File: src/rtl/dso100_usb_phy_ctrl.sv
// dso100_usb_phy_ctrl: OTG PHY reset sequencer with debounced VBUS overcurrent fault.
// Optional automatic fault retry is enabled by defining DSO100_USB_AUTO_RETRY_EN.
module dso100_usb_phy_ctrl #(
    parameter int RESET_CYCLES    = 1000,
    parameter int WAIT_CYCLES     = 10000,
    parameter int DEBOUNCE_CYCLES = 256,
    parameter int RETRY_CYCLES    = 1000000
) (
    input  logic       clk,
    input  logic       rst,
    input  logic       phy_reset_req,
    input  logic       fault_clear,
    input  logic       otg_vbusoc,
    output logic       phy_resetn,
    output logic       phy_ready,
    output logic       usb_pwrfault,
    output logic       busy,
    output logic [3:0] retry_cnt
);

    localparam int SEQ_MAX = (RESET_CYCLES > WAIT_CYCLES) ? RESET_CYCLES : WAIT_CYCLES;
`ifdef DSO100_USB_AUTO_RETRY_EN
    localparam int CNT_MAX = (RETRY_CYCLES > SEQ_MAX) ? RETRY_CYCLES : SEQ_MAX;
`else
    localparam int CNT_MAX = SEQ_MAX;
`endif
    localparam int CW = $clog2(CNT_MAX + 1);
    localparam int DW = $clog2(DEBOUNCE_CYCLES + 1);

    // Reset loads the full count because the rst cycle itself is not counted;
    // in-band entries load one less because the entry edge is the first low cycle.
    localparam logic [CW-1:0] RST_FULL = CW'(RESET_CYCLES);
    localparam logic [CW-1:0] RST_LOAD = CW'(RESET_CYCLES - 1);
    localparam logic [CW-1:0] WAIT_LOAD = CW'(WAIT_CYCLES - 1);
    localparam logic [DW-1:0] DB_MAX = DW'(DEBOUNCE_CYCLES);

    typedef enum logic [1:0] {
        RST_ASSERT,
        RST_WAIT,
        READY,
        FAULT
    } state_t;

    state_t        state_q;
    logic [CW-1:0] cnt_q;
    logic          sync1_q;
    logic          sync2_q;
    logic [DW-1:0] db_cnt_q;
    logic          pwrfault_q;
    logic          resetn_q;
    logic          ready_q;
    logic          busy_q;

    // Two-flop synchronizer for the async overcurrent pin; idles high (no fault).
    always_ff @(posedge clk) begin
        if (rst) begin
            sync1_q <= 1'b1;
            sync2_q <= 1'b1;
        end else begin
            sync1_q <= otg_vbusoc;
            sync2_q <= sync1_q;
        end
    end

    // Debounce: flip the fault level after DEBOUNCE_CYCLES consecutive disagreeing samples.
    always_ff @(posedge clk) begin
        if (rst) begin
            db_cnt_q   <= '0;
            pwrfault_q <= 1'b0;
        end else if (db_cnt_q == DB_MAX) begin
            db_cnt_q   <= '0;
            pwrfault_q <= ~pwrfault_q;
        end else if (sync2_q == pwrfault_q) begin
            db_cnt_q <= db_cnt_q + 1'b1;
        end else begin
            db_cnt_q <= '0;
        end
    end

`ifdef DSO100_USB_AUTO_RETRY_EN
    localparam logic [CW-1:0] RETRY_LOAD = CW'(RETRY_CYCLES - 1);
    logic [3:0] retry_q;
`endif

    // Sequencer FSM with registered outputs set alongside each transition.
    always_ff @(posedge clk) begin
        if (rst) begin
            state_q  <= RST_ASSERT;
            cnt_q    <= RST_FULL;
            resetn_q <= 1'b0;
            ready_q  <= 1'b0;
            busy_q   <= 1'b1;
`ifdef DSO100_USB_AUTO_RETRY_EN
            retry_q  <= 4'd0;
`endif
        end else if (pwrfault_q && state_q != FAULT) begin
            state_q  <= FAULT;
            resetn_q <= 1'b0;
            ready_q  <= 1'b0;
            busy_q   <= 1'b0;
`ifdef DSO100_USB_AUTO_RETRY_EN
            cnt_q    <= RETRY_LOAD;
`endif
        end else begin
            unique case (state_q)
                RST_ASSERT: begin
                    if (phy_reset_req) begin
                        cnt_q <= RST_LOAD;
                    end else if (cnt_q == '0) begin
                        state_q  <= RST_WAIT;
                        cnt_q    <= WAIT_LOAD;
                        resetn_q <= 1'b1;
                    end else begin
                        cnt_q <= cnt_q - 1'b1;
                    end
                end
                RST_WAIT: begin
                    if (phy_reset_req) begin
                        state_q  <= RST_ASSERT;
                        cnt_q    <= RST_LOAD;
                        resetn_q <= 1'b0;
                    end else if (cnt_q == '0) begin
                        state_q <= READY;
                        ready_q <= 1'b1;
                        busy_q  <= 1'b0;
                    end else begin
                        cnt_q <= cnt_q - 1'b1;
                    end
                end
                READY: begin
                    if (phy_reset_req) begin
                        state_q  <= RST_ASSERT;
                        cnt_q    <= RST_LOAD;
                        resetn_q <= 1'b0;
                        ready_q  <= 1'b0;
                        busy_q   <= 1'b1;
                    end
                end
                FAULT: begin
                    if (fault_clear && !pwrfault_q) begin
                        state_q <= RST_ASSERT;
                        cnt_q   <= RST_LOAD;
                        busy_q  <= 1'b1;
                    end
`ifdef DSO100_USB_AUTO_RETRY_EN
                    else if (pwrfault_q) begin
                        cnt_q <= RETRY_LOAD;
                    end else if (cnt_q == '0) begin
                        state_q <= RST_ASSERT;
                        cnt_q   <= RST_LOAD;
                        busy_q  <= 1'b1;
                        if (retry_q != 4'hF) begin
                            retry_q <= retry_q + 4'd1;
                        end
                    end else begin
                        cnt_q <= cnt_q - 1'b1;
                    end
`endif
                end
            endcase
        end
    end

    assign phy_resetn   = resetn_q;
    assign phy_ready    = ready_q;
    assign usb_pwrfault = pwrfault_q;
    assign busy         = busy_q;
`ifdef DSO100_USB_AUTO_RETRY_EN
    assign retry_cnt    = retry_q;
`else
    assign retry_cnt    = 4'd0;
`endif

endmodule

File: config.mk
export PLATFORM = sky130hd
export DESIGN_NAME = dso100_usb_phy_ctrl
export DESIGN_NICKNAME = d
export VERILOG_FILES = /design/src/rtl/dso100_usb_phy_ctrl.sv
export SDC_FILE = /design/constraint.sdc
export NUM_CORES = 1
export LEC_CHECK = 0
export CAP_MARGIN = 25
export CELL_PAD_IN_SITES_DETAIL_PLACEMENT = 2
export CELL_PAD_IN_SITES_GLOBAL_PLACEMENT = 2
export CORE_UTILIZATION = 41
export CTS_BUF_LIST = sky130_fd_sc_hd__clkbuf_16
export CTS_CLUSTER_SIZE = 40
export DETAILED_ROUTE_END_ITERATION = 6
export DONT_BUFFER_PORTS = 1
export HOLD_SLACK_MARGIN = 0.15
export PLACE_DENSITY_LB_ADDON = 0.1
export SYNTH_ARGS = -nofsm -noshare
export SYNTH_HDL_FRONTEND = slang
export SYNTH_SLANG_ARGS = --single-unit
File: constraint.sdc
create_clock -name clk -period 5.7 [get_ports clk]
set_input_delay 0.57 -clock clk [delete_from_list [all_inputs] [get_ports clk]]
set_output_delay 0.57 -clock clk [all_outputs]
set_load 0.05 [all_outputs]
## After elaboration in Yosys (flattened, before gate mapping)

Index checks and enable logic that the tools add are counted.

| storage, ports and cells | value |
|---|---|
| memory bits (read-only) | 0 |
| output and inout bits | 8 |
| flip-flop bits (word level) | 31 |
| bits in writable memories | 0 |
| latch bits | 0 |
| memories | 0 |

| cells by class | value |
|---|---|
| multiply operators | 0 |
| divide/modulo/power cells | 0 |
| bitwise logic cells | 3 |
| eq/ne operators | 21 |
| order comparisons | 0 |
| shifts and indexed selects | 0 |
| muxes and demuxes | 26 |
| add/subtract/negate cells | 2 |
| reductions and logical operators | 16 |

Operators with widths:

| operator | count |
|---|---|
| 2-to-1 mux 14 bit | 6 |
| case mux 14 bit (4 select lines) | 1 |
| != test 3 bit, second input constant | 7 |
| logical NOT 14 bit | 1 |
| 2-to-1 mux 2 bit | 7 |
| != test 2 bit, second input constant | 7 |
| subtractor 14 x 1 -> 14 bit, second input constant | 1 |
| AND reduction 4 bit | 3 |
| AND reduction 5 bit | 2 |
| adder 9 x 1 -> 9 bit, second input constant | 1 |
| equality test 9 bit, second input constant | 1 |
| 2-to-1 mux 1 bit | 8 |
| case mux 2 bit (4 select lines) | 1 |
| equality test 2 bit, second input constant | 2 |
| != test 4 bit, second input constant | 1 |
| case mux 1 bit (2 select lines) | 2 |
| nonzero test 2 bit | 2 |
| nonzero test 4 bit | 1 |
| OR reduction 2 bit | 2 |
| NOT 1 bit | 3 |
| case mux 1 bit (3 select lines) | 1 |
| OR reduction 3 bit | 1 |
| equality test 2 x 1 -> 1 bit, second input constant | 1 |
| logical AND 1 bit | 2 |
| 4 further kinds | 4 |

## Logic depth before layout (Yosys ltp)

Gate-level depths: netlist of the first run.

| logic depth | value |
|---|---|
| depth in word-level cells | 5 |
| mapped depth | 8 |

## Worst setup path after synthesis of the first run

OpenSTA, ideal clock, no wires.

| path | value |
|---|---|
| path kind | flip-flop to flip-flop |
| from | reg cnt_q[0] |
| to | reg cnt_q[3] |
| data arrival time | 1719 ps |
| stages on the path, launching flop included | 8 |
| path buffers | 1 |
| period minus slack after synthesis | 1841 ps |
| slack | 3859 ps |
| path through | dfxtp_1 inv_1 ha_1 nor3b_2 nand4_2 o21a_1 buf_2 a221o_1 |

| between the ends | value |
|---|---|
| word-level cells in the longest chain between the ends | 4 |
| elaborated cells between the ends (all ways) | 9 |
| those cells by class | 1 x add/sub; 1 x eq/ne; 5 x mux; 2 x reduce/logical |

Ends and longest elaborated chain:

| what | RTL line | source |
|---|---|---|
| start, declared | 45 | `logic [CW-1:0] cnt_q;` |
| start signal, assigned | 114 | `cnt_q <= cnt_q - 1'b1;` |
| start signal, assigned | 127 | `cnt_q <= cnt_q - 1'b1;` |
| subtractor 14 x 1 -> 14 bit or logical NOT 14 bit (tied branches) | n/a |  |
| 2-to-1 mux 14 bit, on equally long branches | 122, 109 |  |
| 2-to-1 mux 14 bit, on equally long branches | 118, 107 |  |
| case mux 14 bit (4 select lines) | 105 | `unique case (state_q)` |

Several ways; a longest one is shown, not always the timed one. The select of a mux whose other input is x is not followed.
A chain may end at the register's enable or synchronous reset.

## Worst setup path after layout of the first run

| path | value |
|---|---|
| from | reg cnt_q[0] |
| to | reg cnt_q[0] |

Same word-level chain as after synthesis.

==> results of run 1 <==
## routing by layer
layer  global-route usage, %  part of all wire, %  up-vias
li1                        -                    -      809
met4                    9.07                  2.0        0
met1                    30.6                   46      843
met5                       0                    0        -
met2                    45.3                   50       20
met3                    5.92                  2.3        9
## layout by cell type (no fill, tap or decap), types with 3 or more instances in the layout
cell,Yosys,routed
sky130_fd_sc_hd__and3_1,3,3
sky130_fd_sc_hd__o21ai_1,4,4
sky130_fd_sc_hd__nand3_1,8,8
sky130_fd_sc_hd__a21oi_1,12,12
sky130_fd_sc_hd__or3_1,7,7
sky130_fd_sc_hd__clkbuf_16,0,5
sky130_fd_sc_hd__xor2_1,7,7
sky130_fd_sc_hd__nor2_1,21,21
sky130_fd_sc_hd__nor3_1,11,11
sky130_fd_sc_hd__nand2b_1,3,3
sky130_fd_sc_hd__o21a_1,3,3
sky130_fd_sc_hd__a211oi_1,8,8
sky130_fd_sc_hd__nand2_1,14,14
sky130_fd_sc_hd__nor2b_1,4,4
sky130_fd_sc_hd__nor4b_1,3,3
sky130_fd_sc_hd__a31oi_1,5,5
sky130_fd_sc_hd__ha_1,7,7
sky130_fd_sc_hd__or2_2,3,3
sky130_fd_sc_hd__nand4_1,4,4
sky130_fd_sc_hd__inv_1,9,9
sky130_fd_sc_hd__conb_1,1,4
sky130_fd_sc_hd__dfxtp_1,31,31
sky130_fd_sc_hd__o21ai_0,8,8
## sequential cells by signal, summed over array words and instances, names as in the netlist
register,flops
usb_pwrfault,1
sync2_q,1
phy_resetn,1
sync1_q,1
busy,1
state_q,2
phy_ready,1
cnt_q,14
db_cnt_q,9
## layout make-up
cell class	instances	area share, %
multi-input cells	176	55.8
clock inverters	3	1.93
flip-flops and latches	31	30.8
clock buffers	5	6.22
well taps	52	3.23
inverters	10	1.99
## metrics by stage
step           area, um2  instances  util (%)
3_5_place_dp        1850        269      41.6
4_1_cts             2010        277      45.3
5_1_grt             2010        277      45.3
3_3_place_gp        1850        269      41.6
6_report            2010        277      45.3
2_1_floorplan       1930        231         -
## final timing paths
path | endpoint | slack (ns) | cells past startpoint
max | cnt_q[0]$_SDFFE_PP0P_ | 3.35 | 7
min | usb_pwrfault$_SDFFE_PP0P_ | 0.36 | 1
min reg2reg | sync2_q$_SDFF_PP1_ | 0.42 | 1
max reg2reg | cnt_q[0]$_SDFFE_PP0P_ | 3.35 | 7
## cells by family (layout without fill, tap and decap cells)
group | after synthesis | count (layout) | synth area share, %
AOI/OAI and AO/OA | 59 | 59 | 20.3
xor gates and xnor gates | 9 | 9 | 4.10
adders and majority gates | 7 | 7 | 4.56
buffers and inverters | 24 | 18 | 9.90
DFF | 31 | 31 | 32.3
other | 1 | 4 | 0.195
and+or+nand+nor | 97 | 97 | 28.6
## worst reg2reg max path, delay by kind of cell, from the launching register on
family                     cells  cell delay, ns
buffers and inverters          1            0.09
and+or+nand+nor                2            0.66
DFF                            1            0.33
adders and majority gates      1            0.20
AOI/OAI and AO/OA              3            0.99
## report_power, final
group	leakage (nW)	total [mW]	switching, mW	internal [mW]
clock network	0.0812	0.303	0.0995	0.204
logic	0.364	0.225	0.138	0.0869
registers	0.253	0.297	0.0476	0.249
total	0.699	0.825	0.285	0.540
==> flow_summary.html, run 1 <==
<table>
<tr><th>Metric</th><th>Value</th></tr>
<tr><th colspan="2">Outcome</th></tr>
<tr><td>Result of the run</td><td>complete, but fails checks</td></tr>
<tr><td>Failing checks</td><td>DRC</td></tr>
<tr><th colspan="2">STA</th></tr>
<tr><td>Final setup margin</td><td>roughly 3.3 ns</td></tr>
<tr><td>Crit path time final</td><td>2.35 ns</td></tr>
<tr><td>Slew at the pin closest to its max-slew limit</td><td>0.774 ns</td></tr>
<tr><td>Hold Fails Final Rpt</td><td>0</td></tr>
<tr><td>Largest clock skew in the final design</td><td>between 0.002 and 0.003 ns</td></tr>
<tr><td>Normalized max-slew margin</td><td>48.3%</td></tr>
<tr><td>Final-layout worst hold slack</td><td>approximately 0.36 ns</td></tr>
<tr><td>Max-slew violation total from the final report</td><td>0</td></tr>
<tr><td>Final period util</td><td>~41%</td></tr>
<tr><td>Unrepaired setup endpoints after global routing</td><td>false</td></tr>
<tr><td>Post-Route Setup TNS</td><td>0 ns</td></tr>
<tr><td>Setup-violating endpoint count in the final report</td><td>0</td></tr>
<tr><td>Highest clock rate</td><td>about 430 MHz</td></tr>
<tr><th colspan="2">Yosys</th></tr>
<tr><td>Library cell with the highest instance count after synthesis</td><td>sky130_fd_sc_hd__dfxtp_1</td></tr>
<tr><td>Mean cell area of the mapped netlist</td><td>approximately 8.4 um2</td></tr>
<tr><td>Netlist cell types</td><td>57</td></tr>
<tr><td>Leading cell types by count after synthesis</td><td>sky130_fd_sc_hd__dfxtp_1 (31), sky130_fd_sc_hd__nor2_1 (21), sky130_fd_sc_hd__nand2_1 (14), sky130_fd_sc_hd__a21oi_1 (12), sky130_fd_sc_hd__nor3_1 (11)</td></tr>
<tr><td>Gate count of the mapped netlist</td><td>approximately 230</td></tr>
<tr><td>Number of synthesized register bits</td><td>31</td></tr>
<tr><td>EDFF count, synth</td><td>0</td></tr>
<tr><td>Share of async-settable or async-resettable flops after synthesis</td><td>0%</td></tr>
<tr><td>Cell area after technology mapping</td><td>between 0.0015 and 0.002 mm2</td></tr>
<tr><td>Yosys warns</td><td>0</td></tr>
<tr><td>Area share of the largest cell type after synthesis</td><td>32.3%</td></tr>
<tr><td>Dominant cell type by area after synthesis</td><td>sky130_fd_sc_hd__dfxtp_1</td></tr>
<tr><td>Sequential fraction of the synthesis area</td><td>32.3%</td></tr>
<tr><td>Primary flip-flop cell chosen by synthesis mapping</td><td>sky130_fd_sc_hd__dfxtp_1</td></tr>
<tr><td>Area contributors post-synth</td><td>sky130_fd_sc_hd__dfxtp_1 (32%), sky130_fd_sc_hd__ha_1 (4.6%), sky130_fd_sc_hd__nor2_1 (4.1%)</td></tr>
<tr><th colspan="2">Power</th></tr>
<tr><td>Leakage power of the design</td><td>approximately 0.7 nW</td></tr>
<tr><td>Power Dens Cells</td><td>slightly above 400 mW/mm2</td></tr>
<tr><td>Post-layout power</td><td>0.825 mW</td></tr>
<tr><td>Largest vdd supply drop</td><td>195 uV</td></tr>
<tr><th colspan="2">Clock tree</th></tr>
<tr><td>Post-CTS setup buffer count</td><td>0</td></tr>
<tr><td>Clock latency on the worst-skew pair</td><td>0.28 ns</td></tr>
<tr><td>Total CTS buffers</td><td>5</td></tr>
<tr><td>Number of hold buffers added after CTS</td><td>0</td></tr>
<tr><td>CTS clk-pin slew, worst paths</td><td>0.05 ns</td></tr>
<tr><td>Number of clock sinks</td><td>31</td></tr>
<tr><td>Buffer depth of the longest clock path</td><td>2</td></tr>
<tr><td>Total number of H-tree levels</td><td>2</td></tr>
<tr><td>Clk Tree Root Cell</td><td>sky130_fd_sc_hd__clkbuf_16</td></tr>
<tr><td>TritonCTS clock tree</td><td>built</td></tr>
<tr><td># resized after CTS</td><td>0</td></tr>
<tr><th colspan="2">Route</th></tr>
<tr><td>Post-detailed-route wirelength per cell</td><td>20.7 um</td></tr>
<tr><td>Total via count after detailed routing</td><td>1,681</td></tr>
<tr><td>Post-route DRC</td><td>5</td></tr>
<tr><td>Post-DR vias/cell</td><td>6.07</td></tr>
<tr><td>Number of iterations in the first detailed-routing pass</td><td>6</td></tr>
<tr><td>Count of antenna-violating nets left after detailed routing</td><td>0</td></tr>
<tr><td>Total routed wirelength</td><td>5740 um</td></tr>
<tr><td>Initial DRC count</td><td>93</td></tr>
<tr><th colspan="2">Floorplanning</th></tr>
<tr><td>Die ar.</td><td>0.00497 mm2</td></tr>
<tr><td>Number of top-level pins</td><td>13</td></tr>
<tr><td>Core Footprint</td><td>around 0.0044 mm2</td></tr>
<tr><td>Die Span X</td><td>approximately 70 um</td></tr>
<tr><td>Starting Density</td><td>43.2%</td></tr>
<tr><td># rows</td><td>24</td></tr>
<tr><td>Chip height</td><td>70.5 um</td></tr>
<tr><th colspan="2">Global routing</th></tr>
<tr><td>Number of global-route vias before repair</td><td>1,851</td></tr>
<tr><td>Largest net degree at the start of global routing</td><td>25</td></tr>
<tr><td>First-pass GRT wire length</td><td>9720 um</td></tr>
<tr><td>Number of antenna violations at the first check in global routing</td><td>0</td></tr>
<tr><td>Remaining global-route overflow</td><td>0</td></tr>
<tr><td>GR Util All Layers</td><td>between 20 and 30%</td></tr>
<tr><th colspan="2">Placed design</th></tr>
<tr><td>DPL Wire Length</td><td>4010 um</td></tr>
<tr><td>Setup WS pre-CTS</td><td>approximately 3.3 ns</td></tr>
<tr><td>Final Wtd Congestion</td><td>about 0.81</td></tr>
<tr><td>Number of input and output port buffers inserted</td><td>0</td></tr>
<tr><th colspan="2">Min path</th></tr>
<tr><td>Worst min-delay path startpoint</td><td>rst</td></tr>
<tr><td>Hold WC Path Type</td><td>input port to register</td></tr>
<tr><th colspan="2">Critical path</th></tr>
<tr><td>Critical Path Sink Type</td><td>register</td></tr>
<tr><td>Cell type group with the largest total delay on the critical path</td><td>compound AO/OA/AOI/OAI gates</td></tr>
<tr><td>Worst setup path class</td><td>register to register</td></tr>
<tr><td>Cell at the slowest stage of the critical path</td><td>sky130_fd_sc_hd__o21ai_2</td></tr>
<tr><td>CP peak stage delay</td><td>0.63 ns</td></tr>
<tr><td>Critical path launch point</td><td>cnt_q[0]$_SDFFE_PP0P_</td></tr>
<tr><td>Most numerous cell on the critical path</td><td>sky130_fd_sc_hd__a211oi_1</td></tr>
<tr><td>Required time worst endpoint</td><td>5.89 ns</td></tr>
<tr><td>Startpoint of the worst-slack reg-to-reg timing path</td><td>cnt_q[0]$_SDFFE_PP0P_</td></tr>
<tr><td>Worst-path cell chain</td><td>inv_1, ha_1, nor3b_2, nand4_2, o21ai_2, a211oi_1, a211oi_1</td></tr>
<tr><td>Worst Setup Start Kind</td><td>register</td></tr>
<tr><td>Maximum fanout count along the critical path</td><td>15</td></tr>
<tr><td>Data arrival at the endpoint of the critical path</td><td>2.55 ns</td></tr>
<tr><td>Sum of buffers and inverters on the critical path</td><td>1</td></tr>
<tr><th colspan="2">Finish</th></tr>
<tr><td>Register Area</td><td>between 600 and 700 um2</td></tr>
<tr><td>Ant diodes</td><td>0</td></tr>
<tr><td>Post-layout net count</td><td>236</td></tr>
<tr><td>Layout overhead on the synthesized area</td><td>4.69%</td></tr>
<tr><td>FILL cells</td><td>476</td></tr>
<tr><td>Area used by multi-input combinational logic</td><td>0.00112 mm2</td></tr>
<tr><td>Share of cells above drive strength 1</td><td>10.2%</td></tr>
<tr><th colspan="2">Job</th></tr>
<tr><td>Number of maximum-capacitance constraint violations</td><td>0</td></tr>
</table>
No activity file was read; power rests on OpenSTA's default activity.
==> run 2, diff against run 1 <==
CORE_UTILIZATION = 35   (was 41)
clock period = 2 ns   (was 5.7 ns; I/O delays follow)
==> run 2 against run 1 <==
  * The run ends with hold timing left
  * Wire length up 17%
  * Highest routed layer unchanged
  * Sequential cell count unchanged
  * Utilization is 0.16 points higher
  * Fmax grew 22%
  * Via count grew 9.5%
  * Final cell count is 17% higher
  * Worst setup slack worse by 3.3 ns
  * Largest power group is now combinational logic
==> flow_summary.html, run 2 (same netlist as run 1, synthesis figures left out) <==
<table>
<tr><th>Metric</th><th>Value</th></tr>
<tr><th colspan="2">Finish</th></tr>
<tr><td>Area used by multi-input combinational logic</td><td>0.00122 mm2 (+9.0%)</td></tr>
<tr><td>Register ranked first by flip-flop count</td><td>cnt_q</td></tr>
<tr><td>Leading cell type in the layout, fill and taps excluded</td><td>sky130_fd_sc_hd__dfxtp_1</td></tr>
<tr><td>Share of cells above drive strength 1</td><td>26.0% (+16 points)</td></tr>
<tr><td>Layout Cell Area excl Fill</td><td>0.00236 mm2 (+18%)</td></tr>
<tr><td>Biggest registers after layout</td><td>cnt_q x14, db_cnt_q x9, state_q x2</td></tr>
<tr><td>Max FFs per register</td><td>14 (unchanged)</td></tr>
<tr><td>Highest-count cells in the layout ignoring fill and taps</td><td>sky130_fd_sc_hd__dfxtp_1 (30), sky130_fd_sc_hd__buf_4 (25), sky130_fd_sc_hd__nor2_1 (20)</td></tr>
<tr><td>Post-layout instance count excluding filler cells</td><td>324 (+17%)</td></tr>
<tr><td>Post-layout net count</td><td>265 (+12%)</td></tr>
<tr><td>Util after Layout</td><td>45.4% (+0.16 points)</td></tr>
<tr><td>Ant diodes</td><td>0 (unchanged)</td></tr>
<tr><td>FILL cells</td><td>587 (+23%)</td></tr>
<tr><td>Register Area</td><td>622 um2 (+0.20%)</td></tr>
<tr><td>Layout overhead on the synthesized area</td><td>23.0%</td></tr>
<tr><th colspan="2">Placed design</th></tr>
<tr><td>Placed cell area</td><td>0.00202 mm2 (+9.3%)</td></tr>
<tr><td>Total instance count after detailed placement</td><td>307 (+14%)</td></tr>
<tr><td>Final Wtd Congestion</td><td>0.918 (+14%)</td></tr>
<tr><td>DPL Wire Length</td><td>4530 um (+13%)</td></tr>
<tr><td>Setup WS pre-CTS</td><td>-0.126 ns (-3.47 ns)</td></tr>
<tr><td>Number of input and output port buffers inserted</td><td>0 (unchanged)</td></tr>
<tr><th colspan="2">Critical path</th></tr>
<tr><td>Required time worst endpoint</td><td>2.21 ns (-3.68 ns)</td></tr>
<tr><td>Maximum fanout count along the critical path</td><td>11 (-4)</td></tr>
<tr><td>Data arrival at the endpoint of the critical path</td><td>2.14 ns (-0.41 ns)</td></tr>
<tr><td>Number of cells on the worst reg-to-reg path</td><td>8 (+1)</td></tr>
<tr><td>Worst Setup Start Kind</td><td>register</td></tr>
<tr><td>Critical Path Sink Type</td><td>register</td></tr>
<tr><td>Worst setup path class</td><td>register to register</td></tr>
<tr><th colspan="2">Global routing</th></tr>
<tr><td>Largest net degree at the start of global routing</td><td>25 (unchanged)</td></tr>
<tr><td>Number of antenna violations at the first check in global routing</td><td>0 (unchanged)</td></tr>
<tr><td>First-pass GRT wire length</td><td>10,900 um (+13%)</td></tr>
<tr><td>Number of global-route vias before repair</td><td>2,077 (+12%)</td></tr>
<tr><td>GR Util All Layers</td><td>24.2% (-1.6 points)</td></tr>
<tr><td>Remaining global-route overflow</td><td>0 (unchanged)</td></tr>
<tr><th colspan="2">STA</th></tr>
<tr><td>Crit path time final</td><td>1.93 ns (-0.423 ns)</td></tr>
<tr><td>Setup-violating endpoint count in the final report</td><td>0 (unchanged)</td></tr>
<tr><td>Largest clock skew in the final design</td><td>0.00275 ns (-0.0000844 ns)</td></tr>
<tr><td>Highest clock rate</td><td>519 MHz (+22%)</td></tr>
<tr><td>Final-layout worst hold slack</td><td>-0.0159 ns (-0.378 ns)</td></tr>
<tr><td>Hold Fails Final Rpt</td><td>3 (+3)</td></tr>
<tr><td>Unrepaired setup endpoints after global routing</td><td>true</td></tr>
<tr><td>Post-Route Setup TNS</td><td>0 ns (unchanged)</td></tr>
<tr><td>Max-slew violation total from the final report</td><td>0 (unchanged)</td></tr>
<tr><td>Normalized max-slew margin</td><td>63.2% (+15 points)</td></tr>
<tr><td>Final setup margin</td><td>0.0723 ns (-3.28 ns)</td></tr>
<tr><td>Final period util</td><td>96.4% (+55 points)</td></tr>
<tr><td>Slew at the pin closest to its max-slew limit</td><td>0.551 ns (-0.223 ns)</td></tr>
<tr><th colspan="2">Route</th></tr>
<tr><td>Post-route DRC</td><td>0 (-5)</td></tr>
<tr><td>Total routed wirelength</td><td>6730 um (+17%)</td></tr>
<tr><td>Count of antenna-violating nets left after detailed routing</td><td>0 (unchanged)</td></tr>
<tr><td>Post-DR vias/cell</td><td>5.68 (-6.4%)</td></tr>
<tr><td>Number of iterations in the first detailed-routing pass</td><td>4 (-2)</td></tr>
<tr><td>Post-detailed-route wirelength per cell</td><td>20.8 um (+0.37%)</td></tr>
<tr><td>Initial DRC count</td><td>50 (-46%)</td></tr>
<tr><td>Total via count after detailed routing</td><td>1,841 (+9.5%)</td></tr>
<tr><th colspan="2">Clock tree</th></tr>
<tr><td>CTS clk-pin slew, worst paths</td><td>0.05 ns (about the same)</td></tr>
<tr><td>Number of clock sinks</td><td>31 (unchanged)</td></tr>
<tr><td>Clock latency on the worst-skew pair</td><td>0.27 ns (about the same)</td></tr>
<tr><td>TritonCTS clock tree</td><td>built</td></tr>
<tr><td>Number of hold buffers added after CTS</td><td>4 (+4)</td></tr>
<tr><td>Total CTS buffers</td><td>5 (unchanged)</td></tr>
<tr><td>Total number of H-tree levels</td><td>2 (unchanged)</td></tr>
<tr><td>Buffer depth of the longest clock path</td><td>2 (unchanged)</td></tr>
<tr><td>Clk Tree Root Cell</td><td>sky130_fd_sc_hd__clkbuf_16</td></tr>
<tr><th colspan="2">Floorplanning</th></tr>
<tr><td>Die Span X</td><td>76.1 um (+8.0%)</td></tr>
<tr><td>Chip height</td><td>76.1 um (+8.0%)</td></tr>
<tr><td>Number of top-level pins</td><td>13 (unchanged)</td></tr>
<tr><td>Die ar.</td><td>0.00579 mm2 (+17%)</td></tr>
<tr><td>Starting Density</td><td>36.9% (-6.3 points)</td></tr>
<tr><td>Core Footprint</td><td>0.00520 mm2 (+17%)</td></tr>
<tr><td># rows</td><td>26 (+8.3%)</td></tr>
<tr><th colspan="2">Power</th></tr>
<tr><td>Power Dens Cells</td><td>1100 mW/mm2 (+170%)</td></tr>
<tr><td>Post-layout power</td><td>2.60 mW (+220%)</td></tr>
<tr><td>Largest vdd supply drop</td><td>565 uV (+190%)</td></tr>
<tr><td>Leakage power of the design</td><td>0.849 nW (+22%)</td></tr>
<tr><th colspan="2">Min path</th></tr>
<tr><td>Hold WC Path Type</td><td>input port to register</td></tr>
<tr><td>WHS Path Cells</td><td>1 (unchanged)</td></tr>
<tr><th colspan="2">Outcome</th></tr>
<tr><td>Failing checks</td><td>hold timing</td></tr>
<tr><td>Result of the run</td><td>complete, but fails checks</td></tr>
<tr><th colspan="2">Job</th></tr>
<tr><td>Number of maximum-capacitance constraint violations</td><td>0 (unchanged)</td></tr>
</table>
run 2: power by group:
group / total [mW] / switching (mW) / internal, mW / leakage (nW)
sequential: 0.869 / 0.158 / 0.710 / 0.253
clock: 0.865 / 0.284 / 0.581 / 0.0812
combinational: 0.871 / 0.473 / 0.398 / 0.514
run 2: worst paths after layout:
kind | start | to | slack (ns)
max | state_q[0]$_SDFFE_PP0P_ | cnt_q[4]$_SDFFE_PP0P_ | 0.07
min | rst | state_q[0]$_SDFFE_PP0P_ | -0.02
max reg2reg | state_q[0]$_SDFFE_PP0P_ | cnt_q[4]$_SDFFE_PP0P_ | 0.07
min reg2reg | db_cnt_q[0]$_SDFF_PP0_ | db_cnt_q[0]$_SDFF_PP0_ | 0.52
run 2: worst max-delay path, stage by stage (launching register included):
cell,delay (ns)
sky130_fd_sc_hd__dfxtp_2,0.35
sky130_fd_sc_hd__inv_1,0.08
sky130_fd_sc_hd__ha_2,0.19
sky130_fd_sc_hd__nor2b_2,0.17
sky130_fd_sc_hd__nor3_2,0.17
sky130_fd_sc_hd__buf_4,0.17
sky130_fd_sc_hd__o21ai_4,0.11
sky130_fd_sc_hd__or4_4,0.50
sky130_fd_sc_hd__a21oi_2,0.12
run 2: cell type report:
| cell class | instances | share of cell area [%] |
|---|---|---|
| multi-input combinational | 176 | 51.7 |
| sequential | 31 | 26.3 |
| timing repair buffer | 29 | 9.63 |
| clock buffer | 5 | 5.29 |
| tap | 70 | 3.70 |
| inverter | 10 | 1.69 |
| clock inverter | 3 | 1.64 |
run 2: repair_timing:
| action | CTS | global route |
|---|---|---|
| gates resized for setup | 3 | 22 |
| pin swaps | 1 | 3 |
| setup buffers | 1 | 4 |
| hold endpoints to repair | 21 | 18 |
| endpoints found under the setup margin | 15 | 18 |
run 2: layer usage:
layer	global-route usage, %	part of all wire (%)
met3	2.99	1.9
met4	9.23	2.0
met2	44.0	52
met1	28.8	44
met5	0	0
